**src/rtl/pipelined_quality_sorter_if.sv**
```systemverilog
// Event bus of the quality sorter: candidate inputs, threshold, ranked winners and overflow status.
interface pipelined_quality_sorter_if #(
  parameter int unsigned N_INPUTS  = 8,
  parameter int unsigned N_OUTPUTS = 3,
  parameter int unsigned QUAL_W    = 4,
  parameter int unsigned DATA_W    = 16,
  parameter int unsigned IDX_W     = (N_INPUTS > 1) ? $clog2(N_INPUTS) : 1
);
  logic                  in_strobe;
  logic [N_INPUTS-1:0]   in_valid;
  logic [QUAL_W-1:0]     in_quality [N_INPUTS];
  logic [DATA_W-1:0]     in_data    [N_INPUTS];
  logic [QUAL_W-1:0]     min_quality;
  logic                  overflow_clear;

  logic                  out_strobe;
  logic [N_OUTPUTS-1:0]  out_valid;
  logic [QUAL_W-1:0]     out_quality [N_OUTPUTS];
  logic [DATA_W-1:0]     out_data    [N_OUTPUTS];
  logic [IDX_W-1:0]      out_index   [N_OUTPUTS];
  logic                  out_overflow;
  logic [15:0]           overflow_count;

  modport master (
    output in_strobe, in_valid, in_quality, in_data, min_quality, overflow_clear,
    input  out_strobe, out_valid, out_quality, out_data, out_index, out_overflow, overflow_count
  );

  modport slave (
    input  in_strobe, in_valid, in_quality, in_data, min_quality, overflow_clear,
    output out_strobe, out_valid, out_quality, out_data, out_index, out_overflow, overflow_count
  );
endinterface

```
**src/rtl/pipelined_quality_sorter.sv**
```systemverilog
// Fully pipelined top-N selector: one argmax stage per output slot, winners in descending quality,
// lowest channel index breaks ties; flags and counts events with more than N_OUTPUTS candidates.
module pipelined_quality_sorter #(
  parameter int unsigned N_INPUTS  = 8,
  parameter int unsigned N_OUTPUTS = 3,
  parameter int unsigned QUAL_W    = 4,
  parameter int unsigned DATA_W    = 16,
  parameter int unsigned IDX_W     = (N_INPUTS > 1) ? $clog2(N_INPUTS) : 1
) (
  input logic                       clk,
  input logic                       reset,
  pipelined_quality_sorter_if.slave bus
);
  localparam int unsigned LATENCY  = N_OUTPUTS + 1;
  localparam int unsigned N_STAGES = LATENCY - 1;
  localparam int unsigned CNT_W    = $clog2(N_INPUTS + 1);
  localparam int unsigned OVF_W    = 16;

  // Candidate set seen by sort stages; index s feeds stage s+1.
  logic [N_INPUTS-1:0]  st_mask [N_STAGES];
  logic [QUAL_W-1:0]    st_qual [N_STAGES][N_INPUTS];
  logic [DATA_W-1:0]    st_data [N_STAGES][N_INPUTS];

  // Result slots per stage; stage 0 holds an empty result.
  logic [N_STAGES:0]    st_strobe;
  logic [N_STAGES:0]    st_ovf;
  logic [N_OUTPUTS-1:0] st_valid [N_STAGES+1];
  logic [QUAL_W-1:0]    st_sq    [N_STAGES+1][N_OUTPUTS];
  logic [DATA_W-1:0]    st_sd    [N_STAGES+1][N_OUTPUTS];
  logic [IDX_W-1:0]     st_si    [N_STAGES+1][N_OUTPUTS];

  logic [OVF_W-1:0]     ovf_count;

  logic [N_INPUTS-1:0]  qual_mask_c;
  logic [CNT_W-1:0]     qual_cnt_c;
  logic [N_STAGES-1:0]  sel_found_c;
  logic [IDX_W-1:0]     sel_idx_c  [N_STAGES];
  logic [QUAL_W-1:0]    sel_qual_c [N_STAGES];
  logic [DATA_W-1:0]    sel_data_c [N_STAGES];
  logic [N_INPUTS-1:0]  sel_rest_c [N_STAGES];

  // Qualification and candidate popcount for the incoming event.
  always_comb begin
    qual_mask_c = '0;
    qual_cnt_c  = '0;
    for (int i = 0; i < N_INPUTS; i++) begin
      qual_mask_c[i] = bus.in_strobe && bus.in_valid[i] && (bus.in_quality[i] >= bus.min_quality);
      qual_cnt_c     = qual_cnt_c + CNT_W'(qual_mask_c[i]);
    end
  end

  // Per-stage argmax; strict compare keeps the lowest index on ties.
  always_comb begin : argmax
    logic              found;
    logic [IDX_W-1:0]  best_idx;
    logic [QUAL_W-1:0] best_qual;
    logic [DATA_W-1:0] best_data;
    found       = 1'b0;
    best_idx    = '0;
    best_qual   = '0;
    best_data   = '0;
    sel_found_c = '0;
    for (int s = 0; s < N_STAGES; s++) begin
      found     = 1'b0;
      best_idx  = '0;
      best_qual = '0;
      best_data = '0;
      for (int i = 0; i < N_INPUTS; i++) begin
        if (st_mask[s][i] && (!found || (st_qual[s][i] > best_qual))) begin
          found     = 1'b1;
          best_idx  = IDX_W'(i);
          best_qual = st_qual[s][i];
          best_data = st_data[s][i];
        end
      end
      sel_found_c[s] = found;
      sel_idx_c[s]   = best_idx;
      sel_qual_c[s]  = best_qual;
      sel_data_c[s]  = best_data;
      sel_rest_c[s]  = st_mask[s] & ~(N_INPUTS'(found) << best_idx);
    end
  end

  always_ff @(posedge clk or posedge reset) begin
    if (reset) begin
      st_strobe <= '0;
      st_ovf    <= '0;
      for (int s = 0; s < N_STAGES; s++) begin
        st_mask[s] <= '0;
        for (int i = 0; i < N_INPUTS; i++) begin
          st_qual[s][i] <= '0;
          st_data[s][i] <= '0;
        end
      end
      for (int s = 0; s <= N_STAGES; s++) begin
        st_valid[s] <= '0;
        for (int j = 0; j < N_OUTPUTS; j++) begin
          st_sq[s][j] <= '0;
          st_sd[s][j] <= '0;
          st_si[s][j] <= '0;
        end
      end
    end else begin
      st_strobe[0] <= bus.in_strobe;
      st_ovf[0]    <= (qual_cnt_c > CNT_W'(N_OUTPUTS));
      st_mask[0]   <= qual_mask_c;
      for (int i = 0; i < N_INPUTS; i++) begin
        st_qual[0][i] <= bus.in_quality[i];
        st_data[0][i] <= bus.in_data[i];
      end
      st_valid[0] <= '0;
      for (int j = 0; j < N_OUTPUTS; j++) begin
        st_sq[0][j] <= '0;
        st_sd[0][j] <= '0;
        st_si[0][j] <= '0;
      end
      for (int s = 1; s <= N_STAGES; s++) begin
        st_strobe[s] <= st_strobe[s-1];
        st_ovf[s]    <= st_ovf[s-1];
        if (s < N_STAGES) begin
          st_mask[s] <= sel_rest_c[s-1];
          st_qual[s] <= st_qual[s-1];
          st_data[s] <= st_data[s-1];
        end
        for (int j = 0; j < N_OUTPUTS; j++) begin
          if (j == s - 1) begin
            st_valid[s][j] <= sel_found_c[s-1];
            st_sq[s][j]    <= sel_qual_c[s-1];
            st_sd[s][j]    <= sel_data_c[s-1];
            st_si[s][j]    <= sel_idx_c[s-1];
          end else begin
            st_valid[s][j] <= st_valid[s-1][j];
            st_sq[s][j]    <= st_sq[s-1][j];
            st_sd[s][j]    <= st_sd[s-1][j];
            st_si[s][j]    <= st_si[s-1][j];
          end
        end
      end
    end
  end

  // Counts on the same edge the overflowed result is registered, so both are visible together.
  always_ff @(posedge clk or posedge reset) begin
    if (reset) begin
      ovf_count <= '0;
    end else if (bus.overflow_clear) begin
      ovf_count <= '0;
    end else if (st_ovf[N_STAGES-1] && (ovf_count != {OVF_W{1'b1}})) begin
      ovf_count <= ovf_count + OVF_W'(1);
    end
  end

  assign bus.out_strobe     = st_strobe[N_STAGES];
  assign bus.out_overflow   = st_ovf[N_STAGES];
  assign bus.out_valid      = st_valid[N_STAGES];
  assign bus.out_quality    = st_sq[N_STAGES];
  assign bus.out_data       = st_sd[N_STAGES];
  assign bus.out_index      = st_si[N_STAGES];
  assign bus.overflow_count = ovf_count;
endmodule

```
**src/flat_wrapper.sv**
```systemverilog
// flat-port wrapper written by rule: the top's interface ports become plain ports
module pipelined_quality_sorter_flat 
#(
  parameter int unsigned N_INPUTS  = 8,
  parameter int unsigned N_OUTPUTS = 3,
  parameter int unsigned QUAL_W    = 4,
  parameter int unsigned DATA_W    = 16,
  parameter int unsigned IDX_W     = (N_INPUTS > 1) ? $clog2(N_INPUTS) : 1
)
  (clk, reset, bus_in_strobe, bus_in_valid, bus_in_quality, bus_in_data, bus_min_quality, bus_overflow_clear, bus_out_strobe, bus_out_valid, bus_out_quality, bus_out_data, bus_out_index, bus_out_overflow, bus_overflow_count);
  pipelined_quality_sorter_if #(.N_INPUTS(N_INPUTS), .N_OUTPUTS(N_OUTPUTS), .QUAL_W(QUAL_W), .DATA_W(DATA_W), .IDX_W(IDX_W)) bus_i ();
  input logic clk;
  input logic reset;
  input wire logic [$bits(bus_i.in_strobe)-1:0] bus_in_strobe;
  input wire logic [$bits(bus_i.in_valid)-1:0] bus_in_valid;
  input wire logic [$bits(bus_i.in_quality)-1:0] bus_in_quality;
  input wire logic [$bits(bus_i.in_data)-1:0] bus_in_data;
  input wire logic [$bits(bus_i.min_quality)-1:0] bus_min_quality;
  input wire logic [$bits(bus_i.overflow_clear)-1:0] bus_overflow_clear;
  output wire logic [$bits(bus_i.out_strobe)-1:0] bus_out_strobe;
  output wire logic [$bits(bus_i.out_valid)-1:0] bus_out_valid;
  output wire logic [$bits(bus_i.out_quality)-1:0] bus_out_quality;
  output wire logic [$bits(bus_i.out_data)-1:0] bus_out_data;
  output wire logic [$bits(bus_i.out_index)-1:0] bus_out_index;
  output wire logic [$bits(bus_i.out_overflow)-1:0] bus_out_overflow;
  output wire logic [$bits(bus_i.overflow_count)-1:0] bus_overflow_count;
  assign bus_i.in_strobe = bus_in_strobe;
  assign bus_i.in_valid = bus_in_valid;
  assign bus_i.in_quality = {>>{bus_in_quality}};
  assign bus_i.in_data = {>>{bus_in_data}};
  assign bus_i.min_quality = bus_min_quality;
  assign bus_i.overflow_clear = bus_overflow_clear;
  assign bus_out_strobe = bus_i.out_strobe;
  assign bus_out_valid = bus_i.out_valid;
  assign bus_out_quality = {>>{bus_i.out_quality}};
  assign bus_out_data = {>>{bus_i.out_data}};
  assign bus_out_index = {>>{bus_i.out_index}};
  assign bus_out_overflow = bus_i.out_overflow;
  assign bus_overflow_count = bus_i.overflow_count;
  pipelined_quality_sorter #(.N_INPUTS(N_INPUTS), .N_OUTPUTS(N_OUTPUTS), .QUAL_W(QUAL_W), .DATA_W(DATA_W), .IDX_W(IDX_W)) u_core (.clk(clk), .reset(reset), .bus(bus_i));
endmodule
```
**config.mk**
```make
export PLATFORM = sky130hd
export DESIGN_NAME = pipelined_quality_sorter_flat
export DESIGN_NICKNAME = d
export VERILOG_FILES = /design/src/rtl/pipelined_quality_sorter_if.sv /design/src/rtl/pipelined_quality_sorter.sv /design/src/flat_wrapper.sv
export SDC_FILE = /design/constraint.sdc
export NUM_CORES = 1
export LEC_CHECK = 0
export ABC_AREA = 1
export CAP_MARGIN = 20
export CORE_MARGIN = 3
export CORE_UTILIZATION = 35
export DETAILED_ROUTE_END_ITERATION = 6
export GPL_TIMING_DRIVEN = 0
export HOLD_SLACK_MARGIN = 0.08
export SYNTH_ARGS = -nofsm -noshare
export SYNTH_HDL_FRONTEND = slang
export SYNTH_SLANG_ARGS = --single-unit
```
**constraint.sdc**
```tcl
create_clock -name clk -period 57.2 [get_ports clk]
set_input_delay 5.72 -clock clk [delete_from_list [all_inputs] [get_ports clk]]
set_output_delay 5.72 -clock clk [all_outputs]
set_load 0.02 [all_outputs]
```
## After elaboration in Yosys (flattened, before gate mapping)

Cells that the tools add are included.

| cells by class | value |
|---|---|
| $add $sub $neg | 8 |
| shift operators | 2 |
| reductions and logical operators | 81 |
| eq/ne operators | 1 |
| mux-type cells | 95 |
| div/mod/pow operators | 0 |
| $lt $le $gt $ge | 30 |
| bitwise operators | 4 |
| $mul | 0 |

Operators with widths:

| kind | count |
|---|---|
| $mux 16 | 26 |
| $mux 4 | 24 |
| $gt 4x4->1 | 21 |
| $logic_and 1x1->1 | 38 |
| $mux 3 | 12 |
| $ge 4x4->1 | 8 |
| $mux 1 | 27 |
| $add 4x1->4 | 6 |
| $logic_not 1->1 | 21 |
| $logic_or 1x1->1 | 21 |
| $add 16x1->16 const B | 1 |
| $and 8x8->8 | 2 |
| $ne 16x16->1 const B | 1 |
| $not 8->8 | 2 |
| $shl 1x3->8 | 2 |
| $mux 2 | 6 |
| $gt 4x2->1 const B | 1 |
| $add 1x1->2 | 1 |
| $reduce_bool 2->1 | 1 |

| storage, ports and cells | value |
|---|---|
| memories kept | 0 |
| bits in latches | 0 |
| bits in read-only memories | 0 |
| bits in registers | 672 |
| RAM bits | 0 |

## Longest topological paths before layout

| depth | value |
|---|---|
| word-level depth | 32 |
| depth in mapped cells | 86 |
| depth with buffers taken out | 79 |

## Least setup slack after synthesis

No wires, ideal clock.

| path | value |
|---|---|
| path kind | register to register |
| start point | reg u_core.st_mask[8] (netlist bit) |
| end point | reg u_core.st_sd[76] (netlist bit) |
| buffers on the path | 10 |
| stages on the path, launching flop included | 79 |
| data required time | 57124 ps |
| slack | 47938 ps |
| arrival time | 9186 ps |
| setup time | 76 ps |
| cells stage by stage | dfrtp_1 -> clkbuf_1 -> nand2_1 -> ha_1 -> nand2_1 -> inv_2 -> nand2_1 -> nand2_1 -> nand2_1 -> nand2_2 -> nand2_2 -> clkbuf_1 -> o21ai_0 -> ha_1 -> inv_1 -> o21bai_1 -> nand4_1 -> nand2_1 -> [... 43 more ...] -> o21ai_0 -> nand2_1 -> nand2_1 -> clkbuf_1 -> or2_2 -> nand2_1 -> ha_1 -> inv_1 -> nor2_1 -> o21bai_1 -> nand2_1 -> o21ai_0 -> o21ai_0 -> nand2_1 -> buf_2 -> buf_1 -> o21ai_0 -> o21ai_1 |

RTL lines:

| what | RTL line | text |
|---|---|---|
| from (decl) | pipelined_quality_sorter.sv:20 | `logic [N_INPUTS-1:0] st_mask [N_STAGES];` |
| from (signal, indexed assignment) | pipelined_quality_sorter.sv:121 | `st_mask[s] <= sel_rest_c[s-1];` |
| to (signal, indexed assignment) | pipelined_quality_sorter.sv:129 | `st_sd[s][j] <= sel_data_c[s-1];` |
| to (signal, indexed assignment) | pipelined_quality_sorter.sv:134 | `st_sd[s][j] <= st_sd[s-1][j];` |
| to (decl) | pipelined_quality_sorter.sv:29 | `logic [DATA_W-1:0] st_sd [N_STAGES+1][N_OUTPUTS];` |

==> run_summary.xml <==
<?xml version="1.0" encoding="UTF-8"?>
<metrics>
  <group name="synth">
    <metric name="synth_nets" unit="">2697</metric>
    <metric name="ys.warnings.count" unit="">0</metric>
    <metric name="post_synth_num_cell_types" unit="">40</metric>
    <metric name="synthCells" unit="">2404</metric>
    <metric name="synth-seq-area-share" unit="%">64.6</metric>
    <metric name="yosys.area.top_type" unit="">dfrtp_1</metric>
    <metric name="synth_enable_flop_cells" unit="">0</metric>
    <metric name="synth.area.top_cells" unit="">dfrtp_1 65%, nand2_1 6.9%, ha_1 5.5%, nand3_1 4.3%, o21ai_0 3.1%</metric>
    <metric name="yosys_register_bits" unit="">672</metric>
    <metric name="asyncSetResetFlopFracSynth" unit="%">100</metric>
    <metric name="ys_dominant_reg_cell" unit="">dfrtp_1</metric>
    <metric name="synthesized_cell_area" unit="µm²">26000</metric>
    <metric name="syn_area_per_cell" unit="µm²">10.8</metric>
    <metric name="synth_top_area_share" unit="%">64.6</metric>
  </group>
  <group name="timing">
    <metric name="finalHoldViolations" unit="">0</metric>
    <metric name="final.setup.tns" unit="ns">0</metric>
    <metric name="timing.hold.ws" unit="ns">0.330</metric>
    <metric name="fmaxAchievable" unit="MHz">75.0</metric>
    <metric name="grt_setup_unrepaired" unit="">false</metric>
    <metric name="worst_max_slew_pin_slew" unit="ns">0.871</metric>
    <metric name="worst_setup_slack_final" unit="ns">43.86</metric>
    <metric name="setup_viol_count_final" unit="">0</metric>
    <metric name="slew_violations" unit="">0</metric>
    <metric name="final.period_utilization" unit="%">23.3</metric>
    <metric name="clock-skew-final" unit="ns">0.0266</metric>
    <metric name="maxSlewHeadroom" unit="%">41.3</metric>
    <metric name="final.min_clock_period" unit="ns">13.34</metric>
  </group>
  <group name="layout">
    <metric name="multiInputGateArea" unit="µm²">7580</metric>
    <metric name="layout_common_cells" unit="">672 x dfrtp_1, 475 x nand2_1, 265 x clkdlybuf4s50_1, 225 x nand3_1, 179 x inv_1</metric>
    <metric name="syn_to_final_growth" unit="%">24.5</metric>
    <metric name="final.fill_count" unit="">6819</metric>
    <metric name="antenna-diode-count" unit="">0</metric>
    <metric name="layout.cells.non_filler" unit="">3763</metric>
    <metric name="finalInstanceArea" unit="µm²">32400</metric>
    <metric name="final_core_utilization" unit="%">44.2</metric>
    <metric name="final_nets" unit="">3040</metric>
    <metric name="post_route_cells_drive_above_1_share" unit="%">10.5</metric>
    <metric name="sequential_standard_cell_area" unit="µm²">16800</metric>
    <metric name="layout_commonest_cell" unit="">dfrtp_1</metric>
  </group>
  <group name="placed_design">
    <metric name="routabilityCongestion" unit="">0.917</metric>
    <metric name="place_area" unit="µm²">30000</metric>
    <metric name="place_ws" unit="ns">43.99</metric>
    <metric name="dp_cells" unit="">3633</metric>
    <metric name="place.detailed.hpwl" unit="µm">62000</metric>
    <metric name="port_buffers" unit="">265</metric>
  </group>
  <group name="critical_path">
    <metric name="setup_crit_path_kind" unit="">register to register</metric>
    <metric name="worstPathMaxFanout" unit="">10</metric>
    <metric name="crit_slowest_cell" unit="">buf_1</metric>
    <metric name="critical_path.max_stage_delay" unit="ns">0.49</metric>
    <metric name="worstSetupEndpointType" unit="">register</metric>
    <metric name="crit_path_start_kind" unit="">register</metric>
    <metric name="critical_path_arrival" unit="ns">13.84</metric>
    <metric name="cp_common_cell" unit="">nand2_1</metric>
    <metric name="worst-r2r-cell-count" unit="">75</metric>
    <metric name="required_time_reported_for_the_critical_path_endpoint" unit="ns">57.71</metric>
  </group>
  <group name="run_status">
    <metric name="outcome" unit="">finished clean</metric>
  </group>
  <group name="clock_network">
    <metric name="clock_insertion_delay_worst_skew" unit="ns">0.62</metric>
    <metric name="cts-hold-fix-buffers" unit="">0</metric>
    <metric name="cts_inserted_buffers" unit="">71</metric>
    <metric name="postCtsResizedCells" unit="">0</metric>
    <metric name="cts-htree-levels" unit="">3</metric>
    <metric name="cts.root.buffer_cell" unit="">clkbuf_16</metric>
    <metric name="numClockSinks" unit="">672</metric>
    <metric name="max-clock-path-buffers" unit="">3</metric>
    <metric name="clkTransAtPathRegs" unit="ns">0.06</metric>
    <metric name="tritoncts" unit="">built</metric>
    <metric name="post_cts_setup_buffers" unit="">0</metric>
  </group>
  <group name="floorplan">
    <metric name="io_pins" unit="">266</metric>
    <metric name="die_area" unit="µm²">77600</metric>
    <metric name="die_h" unit="µm">279</metric>
    <metric name="start_util" unit="%">35.5</metric>
    <metric name="die-width" unit="µm">279</metric>
    <metric name="placeable_core_region" unit="µm²">73300</metric>
    <metric name="fp-row-count" unit="">99</metric>
  </group>
  <group name="routing">
    <metric name="firstDrtPassIters" unit="">6</metric>
    <metric name="dr_wl_met3" unit="µm">4300</metric>
    <metric name="route.antenna.remaining_nets" unit="">0</metric>
    <metric name="met2WireLength" unit="µm">39300</metric>
    <metric name="dr_total_vias" unit="">18570</metric>
    <metric name="number_of_vias_per_cell_after_detailed_routing" unit="">4.93</metric>
    <metric name="drc_errors" unit="">0</metric>
    <metric name="routedWlPerCell" unit="µm">21.1</metric>
    <metric name="top_layer" unit="">met5</metric>
    <metric name="drt-met1-wl" unit="µm">33100</metric>
    <metric name="postRouteWirelength" unit="µm">79200</metric>
    <metric name="dr.first_iter.drc_count" unit="">1437</metric>
  </group>
  <group name="global_route">
    <metric name="grt_util_all_layers" unit="%">20.6</metric>
    <metric name="largest_net_degree_at_the_start_of_global_routing" unit="">134</metric>
    <metric name="grt_pass1_vias" unit="">19628</metric>
    <metric name="grt_antenna_before_repair" unit="">3</metric>
    <metric name="grt_first_pass_wirelength" unit="µm">119000</metric>
    <metric name="grt_overflow_total" unit="">0</metric>
  </group>
  <group name="power_and_ir_drop">
    <metric name="power.density_cell_area" unit="nW/µm²">38.7</metric>
    <metric name="total_leakage_power" unit="nW">15.6</metric>
    <metric name="ir_drop" unit="mV">0.0199</metric>
    <metric name="total_power" unit="mW">1.25</metric>
  </group>
  <group name="job">
    <metric name="max-cap-violations" unit="">0</metric>
  </group>
  <group name="worst_hold_path">
    <metric name="whs_path_depth" unit="">0</metric>
    <metric name="hp-class" unit="">register to register</metric>
  </group>
</metrics>
[cells in the mapped netlist (8+ instances only)]
cell type	number
o21a_1	8
clkbuf_1	60
o221ai_1	9
nor2_1	87
inv_2	8
buf_4	72
a21oi_1	81
nand4_1	18
nand2_2	23
or2_2	34
o21ai_0	160
ha_1	115
o211ai_1	24
nand2_4	9
nand3_1	225
o21bai_1	19
nand2_1	475
inv_1	180
dfrtp_1	672
buf_2	15
o21ai_1	18
a31oi_1	37
[flip-flops by register name, indices dropped and copies added, names as in the netlist, 4 cells and up]
name	count
u_core.bus.out_data	48
u_core.st_strobe	4
u_core.st_ovf	4
u_core.st_sq	12
u_core.st_data	384
u_core.st_si	9
u_core.bus.out_quality	12
u_core.bus.overflow_count	16
u_core.st_mask	24
u_core.st_qual	96
u_core.st_sd	48
u_core.bus.out_index	9
[final timing paths]
check	startpoint	end	slack, ns
max in group asynchronous	reset	u_core.st_sd[139]	49.56
worst min-delay path	u_core.st_sd[70]	u_core.bus.out_data[22]	0.33
min in group asynchronous	reset	u_core.bus.overflow_count[12]	5.53
worst max register to register	u_core.st_mask[8]	u_core.st_sd[76]	43.86
worst max-delay path	u_core.st_mask[8]	u_core.st_sd[76]	43.86
worst min register to register	u_core.st_sd[70]	u_core.bus.out_data[22]	0.33
[where the power goes]
group,switching [mW],internal [mW],leakage [nW]
combinational,0.140,0.100,6.39
clock,0.192,0.273,1.17
sequential,0.0238,0.524,8.04
[layer usage]
metal  up-vias  track usage [%]
li1       8555                -
met1      9264             26.7
met2       619             35.3
met3       130             3.12
met4         2             7.54
met5         -                0
[kinds of logic after synthesis]
kind of cell               share of synthesized area, %
DFF                                                64.6
AOI/OAI and AO/OA                                  8.22
and+or+nand+nor                                    15.2
adders and majority gates                          5.68
buffers and inverters                              6.22
[final cells by class]
cell class / instances / area share (%)
Timing Repair Buffer: 270 / 8.62
Sequential cell: 672 / 51.9
Clock inverter: 30 / 1.07
Multi-Input combinational cell: 1384 / 23.4
Buffer: 157 / 2.78
Tap cell: 959 / 3.70
Clock buffer: 100 / 6.26
Inverter: 191 / 2.24
[worst max-delay path: cells and delay by family, from the launching register on]
family	cells	cell delay [ns]
AND/OR/NAND/NOR	36	3.54
flip-flops	1	0.44
adder cells (fa/ha/maj)	7	2.23
buffers and inverters	16	4.13
AO/OA/AOI/OAI	16	2.84
No activity file was read; power rests on OpenSTA's default activity.
